`src/rtl/uart_pkg.sv`:
```
// Shared UART definitions: register map, status bits,
// receive FSM states and oversampling ratio.
package uart_pkg;

  localparam logic [1:0] RegRxData = 2'd0;
  localparam logic [1:0] RegStatus = 2'd1;

  localparam int StNotEmpty = 0;
  localparam int StFull     = 1;
  localparam int StFrameErr = 2;
  localparam int StOverrun  = 3;

  localparam int Oversample = 16;

  typedef enum logic [1:0] {
    IDLE,
    START,
    DATA,
    STOP
  } uart_state_e;

endpackage

```
`src/rtl/uart_rx_fifo.sv`:
```
// Receive byte FIFO; pointers carry an extra wrap bit
// so full and empty are told apart without a counter.
module uart_rx_fifo #(
  parameter int Depth = 8
) (
  input  logic       i_clk,
  input  logic       i_rst_n,
  input  logic       i_push,
  input  logic       i_pop,
  input  logic [7:0] i_wdata,
  output logic [7:0] o_rdata,
  output logic       o_empty,
  output logic       o_full
);

  localparam int AW = $clog2(Depth);

  logic [7:0]  r_mem [Depth];
  logic [AW:0] r_wr_ptr;
  logic [AW:0] r_rd_ptr;
  logic        w_do_push;
  logic        w_do_pop;

  assign o_empty = (r_wr_ptr == r_rd_ptr);
  assign o_full  = (r_wr_ptr[AW] != r_rd_ptr[AW]) &&
                   (r_wr_ptr[AW-1:0] == r_rd_ptr[AW-1:0]);
  assign o_rdata = r_mem[r_rd_ptr[AW-1:0]];

  assign w_do_pop  = i_pop & ~o_empty;
  // A pop frees the slot the same-cycle push needs.
  assign w_do_push = i_push & (~o_full | w_do_pop);

  always_ff @(posedge i_clk or negedge i_rst_n) begin
    if (!i_rst_n) begin
      r_wr_ptr <= '0;
      r_rd_ptr <= '0;
    end else begin
      if (w_do_push) r_wr_ptr <= r_wr_ptr + 1'b1;
      if (w_do_pop)  r_rd_ptr <= r_rd_ptr + 1'b1;
    end
  end

  always_ff @(posedge i_clk) begin
    if (w_do_push) r_mem[r_wr_ptr[AW-1:0]] <= i_wdata;
  end

endmodule

```
`src/rtl/uart_rx.sv`:
```
// 8N1 UART receiver with byte FIFO and a registered
// bus slave exposing RXDATA and STATUS.
module uart_rx
  import uart_pkg::*;
#(
  parameter int ClockFrequency = 50_000_000,
  parameter int BaudRate       = 115_200,
  parameter int RxFifoDepth    = 8
) (
  input  logic        clk_sys_i,
  input  logic        rst_sys_ni,
  input  logic        uart_rx_i,
  input  logic        device_req_i,
  input  logic [31:0] device_addr_i,
  input  logic        device_we_i,
  input  logic [3:0]  device_be_i,
  input  logic [31:0] device_wdata_i,
  output logic        device_rvalid_o,
  output logic [31:0] device_rdata_o,
  output logic        rx_irq_o
);

  localparam int ClksPerSample = ClockFrequency / (BaudRate * Oversample);
  localparam int TW = (ClksPerSample > 1) ? $clog2(ClksPerSample) : 1;
  localparam logic [3:0] HalfBit = 4'(Oversample / 2 - 1);
  localparam logic [3:0] FullBit = 4'(Oversample - 1);

  logic          r_sync1, r_sync2, r_prev;
  logic [TW-1:0] r_tick_cnt;
  uart_state_e   r_state, w_state_d;
  logic [3:0]    r_os, w_os_d;
  logic [2:0]    r_bit, w_bit_d;
  logic [7:0]    r_shift, w_shift_d;
  logic          r_frame_err, r_overrun;
  logic          r_rvalid;
  logic [31:0]   r_rdata, w_rdata;
  logic          w_tick, w_fall, w_push, w_fe_set;
  logic          w_rd, w_wr, w_sel_data, w_sel_stat, w_pop;
  logic          w_empty, w_full, w_ovr_set;
  logic [1:0]    w_clr;
  logic [7:0]    w_fifo_rdata;
  logic [3:0]    w_status;
  logic          w_unused;

  assign w_unused = ^{device_addr_i[31:4], device_addr_i[1:0],
                      device_be_i[3:1], device_wdata_i[31:4],
                      device_wdata_i[1:0]};

  always_ff @(posedge clk_sys_i or negedge rst_sys_ni) begin
    if (!rst_sys_ni) begin
      r_sync1 <= 1'b1;
      r_sync2 <= 1'b1;
      r_prev  <= 1'b1;
    end else begin
      r_sync1 <= uart_rx_i;
      r_sync2 <= r_sync1;
      r_prev  <= r_sync2;
    end
  end

  assign w_fall = r_prev & ~r_sync2;
  assign w_tick = (r_state != IDLE) &&
                  (r_tick_cnt == TW'(ClksPerSample - 1));

  // Held at zero in IDLE, so every START begins a fresh sample period.
  always_ff @(posedge clk_sys_i or negedge rst_sys_ni) begin
    if (!rst_sys_ni)             r_tick_cnt <= '0;
    else if (r_state == IDLE)    r_tick_cnt <= '0;
    else if (w_tick)             r_tick_cnt <= '0;
    else                         r_tick_cnt <= r_tick_cnt + TW'(1);
  end

  always_ff @(posedge clk_sys_i or negedge rst_sys_ni) begin
    if (!rst_sys_ni) begin
      r_state <= IDLE;
      r_os    <= '0;
      r_bit   <= '0;
      r_shift <= '0;
    end else begin
      r_state <= w_state_d;
      r_os    <= w_os_d;
      r_bit   <= w_bit_d;
      r_shift <= w_shift_d;
    end
  end

  always_comb begin
    w_state_d = r_state;
    w_os_d    = r_os;
    w_bit_d   = r_bit;
    w_shift_d = r_shift;
    w_push    = 1'b0;
    w_fe_set  = 1'b0;
    unique case (r_state)
      IDLE: begin
        if (w_fall) begin
          w_state_d = START;
          w_os_d    = '0;
        end
      end
      START: begin
        if (w_tick) begin
          if (r_os == HalfBit) begin
            w_os_d    = '0;
            w_bit_d   = '0;
            w_state_d = r_sync2 ? IDLE : DATA;
          end else begin
            w_os_d = r_os + 4'd1;
          end
        end
      end
      DATA: begin
        if (w_tick) begin
          if (r_os == FullBit) begin
            w_os_d    = '0;
            w_shift_d = {r_sync2, r_shift[7:1]};
            w_bit_d   = r_bit + 3'd1;
            if (r_bit == 3'd7) w_state_d = STOP;
          end else begin
            w_os_d = r_os + 4'd1;
          end
        end
      end
      STOP: begin
        if (w_tick) begin
          if (r_os == FullBit) begin
            w_os_d    = '0;
            w_state_d = IDLE;
            w_push    = r_sync2;
            w_fe_set  = ~r_sync2;
          end else begin
            w_os_d = r_os + 4'd1;
          end
        end
      end
      default: w_state_d = IDLE;
    endcase
  end

  assign w_rd       = device_req_i & ~device_we_i;
  assign w_wr       = device_req_i & device_we_i & device_be_i[0];
  assign w_sel_data = (device_addr_i[3:2] == RegRxData);
  assign w_sel_stat = (device_addr_i[3:2] == RegStatus);
  assign w_pop      = w_rd & w_sel_data & ~w_empty;
  assign w_clr      = (w_wr & w_sel_stat) ? device_wdata_i[3:2] : 2'b00;
  assign w_ovr_set  = w_push & w_full & ~w_pop;

  uart_rx_fifo #(
    .Depth(RxFifoDepth)
  ) u_fifo (
    .i_clk  (clk_sys_i),
    .i_rst_n(rst_sys_ni),
    .i_push (w_push),
    .i_pop  (w_pop),
    .i_wdata(r_shift),
    .o_rdata(w_fifo_rdata),
    .o_empty(w_empty),
    .o_full (w_full)
  );

  assign w_status = {r_overrun, r_frame_err, w_full, ~w_empty};

  always_comb begin
    w_rdata = '0;
    if (w_rd) begin
      unique case (1'b1)
        w_sel_data: w_rdata = w_empty ? 32'd0 : {24'd0, w_fifo_rdata};
        w_sel_stat: w_rdata = {28'd0, w_status};
        default:    w_rdata = '0;
      endcase
    end
  end

  // A flag set in the same cycle as its clear stays set.
  always_ff @(posedge clk_sys_i or negedge rst_sys_ni) begin
    if (!rst_sys_ni) begin
      r_frame_err <= 1'b0;
      r_overrun   <= 1'b0;
      r_rvalid    <= 1'b0;
      r_rdata     <= '0;
    end else begin
      r_frame_err <= (r_frame_err & ~w_clr[0]) | w_fe_set;
      r_overrun   <= (r_overrun & ~w_clr[1]) | w_ovr_set;
      r_rvalid    <= device_req_i;
      r_rdata     <= w_rdata;
    end
  end

  assign device_rvalid_o = r_rvalid;
  assign device_rdata_o  = r_rdata;
  assign rx_irq_o        = ~w_empty;

endmodule

```
`config.mk`:
```
export PLATFORM = sky130hd
export DESIGN_NAME = uart_rx
export DESIGN_NICKNAME = d
export VERILOG_FILES = /design/src/rtl/uart_pkg.sv /design/src/rtl/uart_rx_fifo.sv /design/src/rtl/uart_rx.sv
export SDC_FILE = /design/constraint.sdc
export NUM_CORES = 1
export LEC_CHECK = 0
export ABC_CLOCK_PERIOD_IN_PS = 3550
export BUFFER_PORTS_ARGS = -buffer_cell sky130_fd_sc_hd__buf_2
export CORE_UTILIZATION = 40
export DETAILED_ROUTE_END_ITERATION = 16
export PLACE_DENSITY = 0.65
export SLEW_MARGIN = 10
export SYNTH_ARGS = -nofsm -noshare
export SYNTH_HDL_FRONTEND = slang
export SYNTH_SLANG_ARGS = --single-unit
```
`constraint.sdc`:
```
create_clock -name clk_sys_i -period 3.55 [get_ports clk_sys_i]
set_input_delay 0.1775 -clock clk_sys_i [delete_from_list [all_inputs] [get_ports clk_sys_i]]
set_output_delay 0.1775 -clock clk_sys_i [all_outputs]
set_load 0.02 [all_outputs]
```
== Yosys cells after proc, flatten, opt, wreduce, memory -nomap -nowiden ==
Memories as Yosys holds them, arrays and structs flattened.
Cells that the tools add are included.

* Register bits: 68
* Bits in latches: 0
* Bits in writable memories: 64
* Memory bits (read-only): 0
* Output and inout bits: 34
* Memories kept: 1

* $add $sub $neg: 5
* Multipliers: 0
* Divide/modulo/power cells: 0
* Magnitude comparators: 0
* Eq/ne operators: 20
* Shift operators: 0
* Multiplexer cells: 35
* Bitwise operators: 23
* Reductions and logical operators: 11

{| class="wikitable"
|+ Memory list
! name !! depth !! width !! read ports !! clocked after memory_dff !! write ports !! RTL line !! text
|-
| u_fifo.r_mem || 8 || 8 || 1 || 0 || 1 || uart_rx_fifo.sv:18 || <nowiki>logic [7:0] r_mem [Depth];</nowiki>
|}

{| class="wikitable"
|+ Operators by type and width
! operator !! count
|-
| $mux 2 || 10
|-
| $mux 4 || 5
|-
| $mux 8 || 2
|-
| $ne 2x2->1 const B || 8
|-
| $pmux 8 s2 || 1
|-
| $and 1x1->1 || 13
|-
| $add 4x1->4 const B || 3
|-
| $mux 3 || 4
|-
| $pmux 4 s3 || 1
|-
| $mux 5 || 2
|-
| $mux 1 || 8
|-
| $pmux 2 s4 || 1
|-
| $reduce_and 8->1 || 1
|-
| $not 1->1 || 7
|-
| $pmux 3 s2 || 1
|-
| $reduce_and 3->1 || 2
|-
| $add 5x1->5 const B || 1
|-
| $eq 5x5->1 const B || 1
|-
| $reduce_and 5->1 || 1
|-
| $eq 2x1->1 const B || 2
|-
| $eq 2x2->1 const B || 2
|-
| $eq 4x3->1 const B || 1
|-
| $eq 4x4->1 || 1
|-
| $eq 4x4->1 const B || 1
|-
| other kinds (10) || 15
|}

== Logic depth before layout (Yosys ltp) ==
* Word-level depth: 9
* Mapped depth: 7

== Hierarchy ==
From an unflattened synthesis, not the netlist that was laid out.

* Cell total of the unflattened synthesis: 310
* Area total of the unflattened synthesis: 4864.7 sq um

{| class="wikitable"
|+ By module, submodules not included
! module !! instances !! cells each !! area each (sq um) !! seq. area each (sq um)
|-
| uart_rx_fifo || 1 || 151 || 2987.9 || 2122.0
|-
| uart_rx || 1 || 159 || 1876.8 || 904.6
|}

== Worst setup path after synthesis ==
OpenSTA, ideal clock, no wires.

* Kind: reg2reg
* Start point: register r_tick_cnt[0]
* End point: memory u_fifo.r_mem[2][0] (enable)
* Setup time: 0.398 ns
* Data arrival time: 2.210 ns
* Required time: 3.152 ns
* Path slack: 0.942 ns
* Stages on the path, launching flop included: 8
* Period minus slack after synthesis: 2.608 ns
* Path through: dfrtp_1 > inv_1 > ha_1 > nand4b_1 > buf_2 > nor3_4 > o21ai_4 > nor4b_1

* Word-level cells in the longest chain between the ends: 7

{| class="wikitable"
|+ Ends and longest elaborated chain
! what !! RTL line !! text
|-
| start, declared || uart_rx.sv:29 || <nowiki>logic [TW-1:0] r_tick_cnt;</nowiki>
|-
| start signal, assigned || uart_rx.sv:70 || <nowiki>else r_tick_cnt <= r_tick_cnt + TW'(1);</nowiki>
|-
| $eq 5x5->1 || uart_rx.sv:63 || <nowiki>(r_tick_cnt == TW'(ClksPerSample - 1));</nowiki>
|-
| $logic_and 1x1->1 || uart_rx.sv:62 || <nowiki>assign w_tick = (r_state != IDLE) &&</nowiki>
|-
| $mux 1 || uart_rx.sv:125 || <nowiki>if (w_tick) begin</nowiki>
|-
| $mux 1 || uart_rx.sv:94 || <nowiki>unique case (r_state)</nowiki>
|-
| $and 1x1->1 || uart_rx_fifo.sv:31 || <nowiki>assign w_do_push = i_push & (~o_full | w_do_pop);</nowiki>
|-
| $mux 1 || uart_rx_fifo.sv:44 || <nowiki>if (w_do_push) r_mem[r_wr_ptr[AW-1:0]] <= i_wdata;</nowiki>
|-
| $mux 1 (not written as such) || uart_rx_fifo.sv:44 ||
|-
| end, declared || uart_rx_fifo.sv:18 ||
|}

No other way between the ends.

== Final worst setup path ==
* Start point: register r_os[0]
* End point: memory u_fifo.r_mem[2][4] (enable)

* Word-level cells in the longest chain between the ends: 7

{| class="wikitable"
|+ Ends and longest elaborated chain
! what !! RTL line !! text
|-
| start, declared || uart_rx.sv:31 || <nowiki>logic [3:0] r_os, w_os_d;</nowiki>
|-
| start signal, assigned || uart_rx.sv:81 || <nowiki>r_os <= w_os_d;</nowiki>
|-
| $eq 4x4->1 || uart_rx.sv:126 || <nowiki>if (r_os == FullBit) begin</nowiki>
|-
| $mux 1 || uart_rx.sv:126 ||
|-
| $mux 1 || uart_rx.sv:125 ||
|-
| $mux 1 || uart_rx.sv:94 ||
|-
| $and 1x1->1 || uart_rx_fifo.sv:31 ||
|-
| $mux 1 || uart_rx_fifo.sv:44 ||
|-
| $mux 1 (not written as such) || uart_rx_fifo.sv:44 ||
|}

No other way between the ends.

==> reports/results.ini <==
[global_routing]
grt_pass1_vias=2316
grt_max_degree=45
antenna_found_initial=0
grt_pass1_wl_mm=12.6
grt_overflow=0
track_usage_pct=14.5

[sta]
min_period_ns=2.17
rsz0062_at_grt=false
finalWorstSetupSlack_ns=1.38
setup_viol=0
fin_skew_ns=0.00506
max_freq_mhz=461
hold_viol=12
timing.hold.ws_ns=-0.00573
slew_headroom_pct=34.5
tns_ns=0
tightest_slew_ns=0.982
maxSlewViolCount=0
timing.final.crit_share_pct=61.1

[synth]
yosysSeqAreaShare_pct=64.6
syn_inst=311
synth_edf_count=64
avgSynthCellArea_um2=15.1
synth_top_area_share_pct=41.0
ys.flop_type=edfxtp_1
yosysTopAreaCell=edfxtp_1
ys_seq_elements=108
yosysWarnings=0
synth_cell_type_count=49
synth_area_leaders=edfxtp_1, dfrtp_1, mux4_2
async_flop_share_pct=40.7
syn-cell-area_um2=4680

[cells_and_area]
final_cell_mix=edfxtp_1, dfrtp_1, conb_1
drive_gt1_share_pct=22.8
diodes=0
final_util_pct=45.5
n_fill_cell=982
synthToLayoutAreaGrowth_pct=10.9
regArea_um2=3030
multi_input_area_um2=1460
final_nets=421
final_common_cell=edfxtp_1

[clock_network]
numCtsBuffers=9
clk_pin_slew_ns=0.07
clock_latency_ns=0.34
cts.sinks=108
cts_root_buffer=clkbuf_16
ctsResizeCount=0
cts_buffer_depth=2
cts_max_level=3
tritoncts=yes

[route]
drt_iter0_drc=252
drc=0
via_count=2509
routedWlPerCell_um=16.6
final_antenna_net_count=0
drt-total-wl_mm=8.12
avgViaCountPerCell=5.13
drt-pass1-iter-count=4

[power_and_ir_drop]
power.leakage_nw=2.15
fin_total_pwr_mw=2.96
ir_worst_vdd_uv=468
power_density_nw_per_um2=570

[setup_path]
reg2reg_slack_ns=1.38
worstReg2RegStart=r_os[0]$_DFFE_PN0P_
r2r_cells=6
path_class=reg -> reg
crit_arrival_ns=2.22
critPathMaxFanout=8
worstSetupEndpointType=flop
cp-start-kind=flop
cp.required_ns=3.60
reg2reg_to=u_fifo.r_mem[2][4]$_DFFE_PP_

[run_status]
status=finished, violations left
violations=negative hold slack

[die]
start_util_pct=41.0
pin_count=107
core_area_um2=11400
die_width_um=110
row_count=39
die_area_um2=12100
die_y_um=110

[place]
gp_congestion=0.700
hpwl_mm=5.11
pre_cts_ws_ns=1.39
port_buffers=19

[flow_run]
cap_viol_max_count=0

[hold_path]
hold_path.class=in -> async

==> cell usage after synthesis (8+ instances only) <==
| cell type | number |
|---|---|
| nand3_1 | 8 |
| edfxtp_1 | 64 |
| nor2_1 | 20 |
| mux2i_1 | 8 |
| dfrtp_1 | 41 |
| buf_4 | 27 |
| mux4_2 | 15 |
| xnor2_1 | 9 |
| mux2_2 | 9 |
| nand2_1 | 9 |
| o21ai_0 | 10 |
==> flip-flops by register name, indices dropped and copies added, names as in the netlist, 3 cells and up, named ones only <==
name	flops
u_fifo.r_mem	64
device_rdata_o	8
r_shift	8
r_tick_cnt	5
r_os	4
u_fifo.r_rd_ptr	4
u_fifo.r_wr_ptr	4
r_bit	3
==> logic make-up (layout without fill, tap and decap cells) <==
| kind of cell | count (synthesis) | in the layout | synth area share, % |
|---|---|---|---|
| AO/OA/AOI/OAI | 33 | 33 | 5.02 |
| multiplexers | 33 | 33 | 11.4 |
| flip-flops | 108 | 108 | 64.6 |
| other | 1 | 24 | 0.0801 |
| adder cells (fa/ha/maj) | 7 | 7 | 1.87 |
| AND/OR/NAND/NOR | 70 | 70 | 8.12 |
| XOR/XNOR | 15 | 15 | 2.81 |
| buffers and inverters | 44 | 56 | 6.04 |
==> cell type report <==
cell class                      instances  share of cell area (%)
Sequential cell                       108                    58.3
Inverter                                6                   0.434
Clock buffer                           10                    4.41
Multi-Input combinational cell        182                    28.1
Tap cell                              143                    3.45
Clock inverter                          6                    1.23
Timing Repair Buffer                   34                    4.10
==> metrics by stage <==
step           instances  area [µm²]
6_report             489        5190
5_1_grt              489        5190
4_1_cts              489        5190
3_5_place_dp         471        4880
3_3_place_gp         471        4880
2_1_floorplan        334        4770
==> power breakdown <==
| group | switching, mW | total (mW) | internal, mW |
|---|---|---|---|
| Clock | 0.444 | 0.993 | 0.549 |
| Sequential | 0.0641 | 1.45 | 1.39 |
| Combinational | 0.307 | 0.514 | 0.207 |
| Total | 0.814 | 2.96 | 2.14 |
==> critical path, stage by stage, from the launching register on <==
cell and delay [ns]:
dfrtp_1 0.40, ha_1 0.25, nand4_1 0.24, nor3_4 0.34, o21ai_4 0.14, nor4b_1 0.26
buf_4 0.25
==> worst max-delay path by stage <==
stage                                  from                           end  slack, ns  depth (start not counted)
detailed placement      r_os[0]$_DFFE_PN0P_  u_fifo.r_mem[2][4]$_DFFE_PP_       1.39                          6
global placement        r_os[0]$_DFFE_PN0P_  u_fifo.r_mem[2][4]$_DFFE_PP_       1.39                          6
CTS                     r_os[0]$_DFFE_PN0P_  u_fifo.r_mem[2][2]$_DFFE_PP_       1.36                          6
finish                  r_os[0]$_DFFE_PN0P_  u_fifo.r_mem[2][4]$_DFFE_PP_       1.38                          6
global route            r_os[0]$_DFFE_PN0P_  u_fifo.r_mem[3][5]$_DFFE_PP_       1.24                          6
floorplan           r_tick_cnt[0]$_DFF_PN0_  u_fifo.r_mem[2][0]$_DFFE_PP_       0.94                          7
==> repair_timing <==
item                                   in CTS  in global routing
hold buffers                                2                  0
endpoints found under the hold margin       2                  0
setup buffers                               0                  0
==> metal layers <==
layer / vias up / part of all wire, % / global-route usage, %
li1: 1184 / - / -
met1: 1237 / 46 / 19.7
met2: 80 / 48 / 22.5
met3: 8 / 4.3 / 2.76
met4: 0 / 1.3 / 6.48
met5: - / 0 / 0
Note: power is estimated with default switching activity, not from simulation.
